<file path="src/rtl/rtc_pkg.sv">
// Shared constants and types for the RTC seven-segment scanner: segment patterns,
// digit-slot enumeration and the BCD time-validity check.
package rtc_pkg;

  localparam int NUM_DIGITS = 6;

  localparam logic [6:0] SEG_0    = 7'h3F;
  localparam logic [6:0] SEG_1    = 7'h06;
  localparam logic [6:0] SEG_2    = 7'h5B;
  localparam logic [6:0] SEG_3    = 7'h4F;
  localparam logic [6:0] SEG_4    = 7'h66;
  localparam logic [6:0] SEG_5    = 7'h6D;
  localparam logic [6:0] SEG_6    = 7'h7D;
  localparam logic [6:0] SEG_7    = 7'h07;
  localparam logic [6:0] SEG_8    = 7'h7F;
  localparam logic [6:0] SEG_9    = 7'h6F;
  localparam logic [6:0] SEG_DASH = 7'h40;
  localparam logic [6:0] SEG_OFF  = 7'h00;

  typedef enum logic [2:0] {
    SECL = 3'd0,
    SECM = 3'd1,
    MINL = 3'd2,
    MINM = 3'd3,
    HRL  = 3'd4,
    HRM  = 3'd5
  } digit_idx_e;

  // Element k holds the digit shown in slot k, so the scan index selects it directly.
  typedef logic [NUM_DIGITS-1:0][3:0] time_bcd_t;

  function automatic logic time_invalid(input time_bcd_t t);
    logic bad;
    bad = (t[SECL] > 4'd9) || (t[MINL] > 4'd9) || (t[HRL] > 4'd9) ||
          (t[SECM] > 4'd5) || (t[MINM] > 4'd5) || (t[HRM] > 4'd2) ||
          ((t[HRM] == 4'd2) && (t[HRL] > 4'd3));
    return bad;
  endfunction

endpackage

</file>
<file path="src/rtl/rtc_seg_scan_if.sv">
// Time digits into the scanner and multiplexed display drive out of it.
interface rtc_seg_scan_if;
  logic [3:0] hrm, hrl, minm, minl, secm, secl;
  logic [6:0] seg;
  logic [5:0] an;
  logic       dp;
  logic       frame_done;
  logic       err;

  modport master (
    output hrm, hrl, minm, minl, secm, secl,
    input  seg, an, dp, frame_done, err
  );

  modport slave (
    input  hrm, hrl, minm, minl, secm, secl,
    output seg, an, dp, frame_done, err
  );
endinterface

</file>
<file path="src/rtl/bcd_to_seg.sv">
// Combinational BCD to {g,f,e,d,c,b,a} decode; non-decimal codes show a dash.
module bcd_to_seg
  import rtc_pkg::*;
(
  input  logic [3:0] i_bcd,
  output logic [6:0] o_seg
);

  always_comb begin
    o_seg = SEG_DASH;
    case (i_bcd)
      4'd0:    o_seg = SEG_0;
      4'd1:    o_seg = SEG_1;
      4'd2:    o_seg = SEG_2;
      4'd3:    o_seg = SEG_3;
      4'd4:    o_seg = SEG_4;
      4'd5:    o_seg = SEG_5;
      4'd6:    o_seg = SEG_6;
      4'd7:    o_seg = SEG_7;
      4'd8:    o_seg = SEG_8;
      4'd9:    o_seg = SEG_9;
      default: o_seg = SEG_DASH;
    endcase
  end

endmodule

</file>
<file path="src/rtl/rtc_seg_scan.sv">
// Six-digit multiplexed display scanner: frame-latched time snapshot, one-cycle
// registered outputs, ghost blanking on slot 0 of every digit; free-running, no backpressure.
module rtc_seg_scan
  import rtc_pkg::*;
#(
  parameter int DWELL = 4,
  parameter int LZB   = 1
) (
  input logic           hundred_clk,
  input logic           rst,
  rtc_seg_scan_if.slave bus
);

  localparam logic [7:0] SLOT_LAST = 8'(DWELL - 1);

  digit_idx_e r_idx, w_idx_nxt;
  logic [7:0] r_slot, w_slot_nxt;
  time_bcd_t  r_snap, w_live;
  logic [6:0] r_seg, w_seg_nxt, w_seg_dec;
  logic [5:0] r_an, w_an_nxt;
  logic       r_dp, w_dp_nxt;
  logic       r_frame_done, w_fd_nxt;
  logic       r_err;
  logic       w_slot_last, w_cap, w_lead_blank;

  assign w_live       = {bus.hrm, bus.hrl, bus.minm, bus.minl, bus.secm, bus.secl};
  assign w_slot_last  = (r_slot == SLOT_LAST);
  assign w_cap        = (r_idx == SECL) && (r_slot == 8'd0);
  assign w_lead_blank = (LZB != 0) && (r_idx == HRM) && (r_snap[HRM] == 4'd0);

  bcd_to_seg u_dec (
    .i_bcd (r_snap[r_idx]),
    .o_seg (w_seg_dec)
  );

  always_comb begin
    w_slot_nxt = r_slot + 8'd1;
    w_idx_nxt  = r_idx;
    if (w_slot_last) begin
      w_slot_nxt = 8'd0;
      w_idx_nxt  = (r_idx == HRM) ? SECL : digit_idx_e'(r_idx + 3'd1);
    end

    // Slot 0 of each digit stays dark so the previous digit's segments never ghost.
    w_an_nxt  = 6'b111111;
    w_seg_nxt = SEG_OFF;
    w_dp_nxt  = 1'b0;
    w_fd_nxt  = (r_idx == HRM) && w_slot_last;
    if (r_slot != 8'd0) begin
      w_an_nxt  = ~(6'b000001 << r_idx);
      w_seg_nxt = w_lead_blank ? SEG_OFF : w_seg_dec;
      w_dp_nxt  = ((r_idx == MINL) || (r_idx == HRL)) && !r_snap[SECL][0];
    end
  end

  always_ff @(posedge hundred_clk) begin
    if (!rst) begin
      r_idx        <= SECL;
      r_slot       <= 8'd0;
      r_snap       <= '0;
      r_an         <= 6'b111111;
      r_seg        <= SEG_OFF;
      r_dp         <= 1'b0;
      r_frame_done <= 1'b0;
      r_err        <= 1'b0;
    end else begin
      r_idx        <= w_idx_nxt;
      r_slot       <= w_slot_nxt;
      r_an         <= w_an_nxt;
      r_seg        <= w_seg_nxt;
      r_dp         <= w_dp_nxt;
      r_frame_done <= w_fd_nxt;
      if (w_cap) begin
        r_snap <= w_live;
        if (time_invalid(w_live)) r_err <= 1'b1;
      end
    end
  end

  assign bus.seg        = r_seg;
  assign bus.an         = r_an;
  assign bus.dp         = r_dp;
  assign bus.frame_done = r_frame_done;
  assign bus.err        = r_err;

endmodule

</file>
<file path="src/flat_wrapper.sv">
// flat-port wrapper written by rule: the top's interface ports become plain ports
module rtc_seg_scan_flat import rtc_pkg::*;
#(
  parameter int DWELL = 4,
  parameter int LZB   = 1
)
  (hundred_clk, rst, bus_hrm, bus_hrl, bus_minm, bus_minl, bus_secm, bus_secl, bus_seg, bus_an, bus_dp, bus_frame_done, bus_err);
  rtc_seg_scan_if bus_i ();
  input logic hundred_clk;
  input logic rst;
  input wire logic [$bits(bus_i.hrm)-1:0] bus_hrm;
  input wire logic [$bits(bus_i.hrl)-1:0] bus_hrl;
  input wire logic [$bits(bus_i.minm)-1:0] bus_minm;
  input wire logic [$bits(bus_i.minl)-1:0] bus_minl;
  input wire logic [$bits(bus_i.secm)-1:0] bus_secm;
  input wire logic [$bits(bus_i.secl)-1:0] bus_secl;
  output wire logic [$bits(bus_i.seg)-1:0] bus_seg;
  output wire logic [$bits(bus_i.an)-1:0] bus_an;
  output wire logic [$bits(bus_i.dp)-1:0] bus_dp;
  output wire logic [$bits(bus_i.frame_done)-1:0] bus_frame_done;
  output wire logic [$bits(bus_i.err)-1:0] bus_err;
  assign bus_i.hrm = bus_hrm;
  assign bus_i.hrl = bus_hrl;
  assign bus_i.minm = bus_minm;
  assign bus_i.minl = bus_minl;
  assign bus_i.secm = bus_secm;
  assign bus_i.secl = bus_secl;
  assign bus_seg = bus_i.seg;
  assign bus_an = bus_i.an;
  assign bus_dp = bus_i.dp;
  assign bus_frame_done = bus_i.frame_done;
  assign bus_err = bus_i.err;
  rtc_seg_scan #(.DWELL(DWELL), .LZB(LZB)) u_core (.hundred_clk(hundred_clk), .rst(rst), .bus(bus_i));
endmodule
</file>
<file path="config.mk">
export PLATFORM = sky130hd
export DESIGN_NAME = rtc_seg_scan_flat
export DESIGN_NICKNAME = d
export VERILOG_FILES = /design/src/rtl/rtc_pkg.sv /design/src/rtl/rtc_seg_scan_if.sv /design/src/rtl/bcd_to_seg.sv /design/src/rtl/rtc_seg_scan.sv /design/src/flat_wrapper.sv
export SDC_FILE = /design/constraint.sdc
export NUM_CORES = 1
export LEC_CHECK = 0
export CORE_ASPECT_RATIO = 1.2
export CORE_MARGIN = 3
export CORE_UTILIZATION = 50
export CTS_CLUSTER_SIZE = 16
export DETAILED_ROUTE_END_ITERATION = 6
export GPL_TIMING_DRIVEN = 0
export HOLD_SLACK_MARGIN = 0.1
export MAX_ROUTING_LAYER = met4
export PLACE_DENSITY = 0.75
export SLEW_MARGIN = 20
export SYNTH_ARGS = -nofsm -noshare
export SYNTH_HDL_FRONTEND = slang
export SYNTH_SLANG_ARGS = --single-unit
</file>
<file path="constraint.sdc">
create_clock -name hundred_clk -period 2.7 [get_ports hundred_clk]
set_input_delay 0.405 -clock hundred_clk [delete_from_list [all_inputs] [get_ports hundred_clk]]
set_output_delay 0.405 -clock hundred_clk [all_outputs]
set_load 0.01 [all_outputs]
</file>
==> metrics <==
final count of negative-setup-slack endpoints=0; classification of the worst setup path=reg2reg; core region area=4330 um2; area of the mapped netlist=2280 um2; part of the power in the clock network=29.3%; Placement Rows=26; area fraction in compound gates after synthesis=8.29%; number of synthesized register bits=51; actual transition at the worst max-transition pin=0.506 ns; relative contribution of combinational cells to total power=24.1%; main area contributors after synthesis=sky130_fd_sc_hd__dfxtp_1 (45%), sky130_fd_sc_hd__mux2i_1 (15%), sky130_fd_sc_hd__nor2_1 (7.4%), sky130_fd_sc_hd__ha_1 (4.9%), sky130_fd_sc_hd__buf_6 (2.5%); Num CTS Buffers=5; H-tree lvl count=2; count of pins on the block boundary=42; simple-gate area share of the yosys netlist=16.5%; proportion of netlist area held by the largest area contributor=44.8%; Max Transition Viols Final=0; cell at the root of the clock tree=sky130_fd_sc_hd__clkbuf_8; P per Cell Area=649 nW/um2; post-DP HPWL=3390 um; Diodes inserted=0; outcome=complete, no violations; path type of the worst min-delay path=reg2reg; maximum clock insertion buffer count=2; Bufs and invs on worst path=1; top cell types by occurrence after synthesis=sky130_fd_sc_hd__dfxtp_1 (51), sky130_fd_sc_hd__nor2_1 (45), sky130_fd_sc_hd__mux2i_1 (34); share of async-settable or async-resettable flops after synthesis=0%; final critical delay including setup and external delays=2.48 ns; timing-limited maximum frequency=0.404 GHz; Distinct cells, synth=41; Arr. time, crit path=2.70 ns; Synth Flop Type=sky130_fd_sc_hd__dfxtp_1; global placement routability congestion=0.842; hold buffers post-CTS=0; post-detailed-route DRC marker count=0; leading cell type by number of instances after synthesis=sky130_fd_sc_hd__dfxtp_1; Post-Place Cell Area=2760 um2; multiplexer area fraction after synthesis=17.9%; final worst path period share=91.8%; routed vias=1725; count of final hold-check violations=0; mean instance size in the synthesized netlist=9.99 um2; top fanout value on the critical path=10; sequential share of the synthesized area=44.8%; Post CTS Setup Buffer Count=0; Synth Instances=228; post-detailed-route wirelength per cell=13.4 um; Critical Path, Cell by Cell=buf_6, mux4_2, a21oi_1, ha_1, or3_1, a21oi_1; crit-path leading delay family=multiplexers; Worst setup EP type=register; remaining global-route overflow=0; first-pass GRT wire length=7670 um; cell internal power dissipation=1360 uW; Synthesized Nets=263; Post-Synth XOR/XNOR Area=3.08%; EDFF count, synth=0; setup repair after global routing missed its margin=no; Clock transition at path regs=0.09 ns; worst clock skew on the final layout=0.0104 ns; worst setup slack for register-to-register paths=0.22 ns; synth-to-layout area growth=26.2%; CP required=2.93 ns; floorplan die width=67.6 um; dominant cell type by count on the critical path=sky130_fd_sc_hd__a21oi_1; net switching power=503 uW; global-route total usage across every layer=19.0%; Vias per Instance=5.18; cell type with the highest aggregate area in the netlist=sky130_fd_sc_hd__dfxtp_1; net switching share of the total power=27.0%; clock latency on the worst-skew pair=0.31 ns; number of nets in the layout=311; slowest library cell on the worst path=sky130_fd_sc_hd__mux4_2; Setup TNS=0 ns; final standard cell area without fillers=2880 um2; initial standard-cell utilization of the core=52.7%; layout cells sized above 1=9.75%; Clock Sinks=51; cell leakage power=0.00117 uW; number of instances resized during post-cts repair=0; number of nets with antenna violations after detailed routing=0; CTS tree=yes; final WL=4450 um; number of global-route vias before repair=1706; main combinational cell family by area after synthesis=multiplexers; maximum single-stage delay on the critical path=0.55 ns; largest net degree at the start of global routing=16; # Max-Cap Violations=0; die extent in y=79.9 um; Peak VDD IR=0.000379 V; Slew HR=66.0%; number of antenna violations at the first check in global routing=0; arithmetic-cell share of the synthesized area counting full adders, half adders and majority gates=4.94%; number of warning messages in the yosys log=0; number of DRC markers after the initial detailed-route iteration=99; portion of total power attributed to sequential cells=46.6%; critical path startpoint category=register; area enclosed by the die boundary=5410 um2; number of buffers added on ports=41; detailed-router iteration count before antenna repair=4
## layout make-up
class,count,area [um2]
timing repair buffer,41,410
inverter,8,30.0
sequential,51,1020
clock inverter,2,35.0
fill,357,1450
multi-input combinational,160,1150
buffer,9,72.6
tap,56,70.1
clock buffer,6,82.6
## cells by family after synthesis
logic type,count (synthesis)
adder cells (fa/ha/maj),9
flip-flops,51
AND/OR/NAND/NOR,82
XOR/XNOR,8
multiplexers,38
AO/OA/AOI/OAI,23
buffers and inverters,17
## layer usage
layer | part of all wire, % | vias to the layer above | track usage, %
li1 | - | 886 | -
met1 | 45 | 789 | 22.4
met2 | 48 | 40 | 30.0
met3 | 4.4 | 10 | 4.79
met4 | 2.7 | 0 | 8.52
met5 | 0 | - | -
## layout by cell type, fill, tap and decap left out, drive strengths merged, types with 3 or more instances in the layout
cell,instances
buf,6
clkdlybuf4s50,41
o21ai,3
nand2,10
o22ai,3
clkbuf,9
inv,8
o32ai,3
ha,9
nor4,4
nand3,8
xor2,5
and3,4
mux2i,34
xnor2,3
dfxtp,51
nor2,46
a21oi,4
## path summary, 6_finish.rpt
| path | startpoint | endpoint | cells after the start |
|---|---|---|---|
| hold reg to reg | u_core.r_snap[0]$_SDFFE_PN0P_ | u_core.bus.dp$_SDFF_PN0_ | 1 |
| setup / recovery | u_core.r_idx[0]$_SDFFE_PN0N_ | u_core.bus.seg[1]$_SDFF_PP0_ | 6 |
| hold / removal | u_core.r_snap[0]$_SDFFE_PN0P_ | u_core.bus.dp$_SDFF_PN0_ | 1 |
| setup reg to reg | u_core.r_idx[0]$_SDFFE_PN0N_ | u_core.bus.seg[1]$_SDFF_PP0_ | 6 |
## registers in the layout, summed over array words and instances (netlist names)
register	flops
u_core.r_snap	24
u_core.r_slot	8
u_core.bus.seg	7
u_core.bus.an	6
u_core.r_idx	3
u_core.bus.dp	1
u_core.bus.err	1
u_core.bus.frame_done	1
## through the flow
stage                     hold slack [ns]  worst slack, ns  total power [uW]  util, %  std cells
after CTS                           0.457            0.213              1880     66.5        333
after floorplan                     0.414            0.558              1180        -        228
after global routing                0.472           0.0776              1960     66.5        333
after detailed placement            0.446            0.260              1340     63.8        325
after global placement              0.445            0.273              1330     63.8        325
final                               0.456            0.223              1870     66.5        333
## power by group through the flow
stage / clock network [uW] / logic, uW / registers (uW)
floorplan: 0 / 296 / 889
global placement: 0 / 443 / 886
detailed placement: 0 / 450 / 888
CTS: 555 / 452 / 870
global route: 583 / 495 / 879
finish: 547 / 449 / 869
Note: power is estimated with default switching activity, not from simulation.
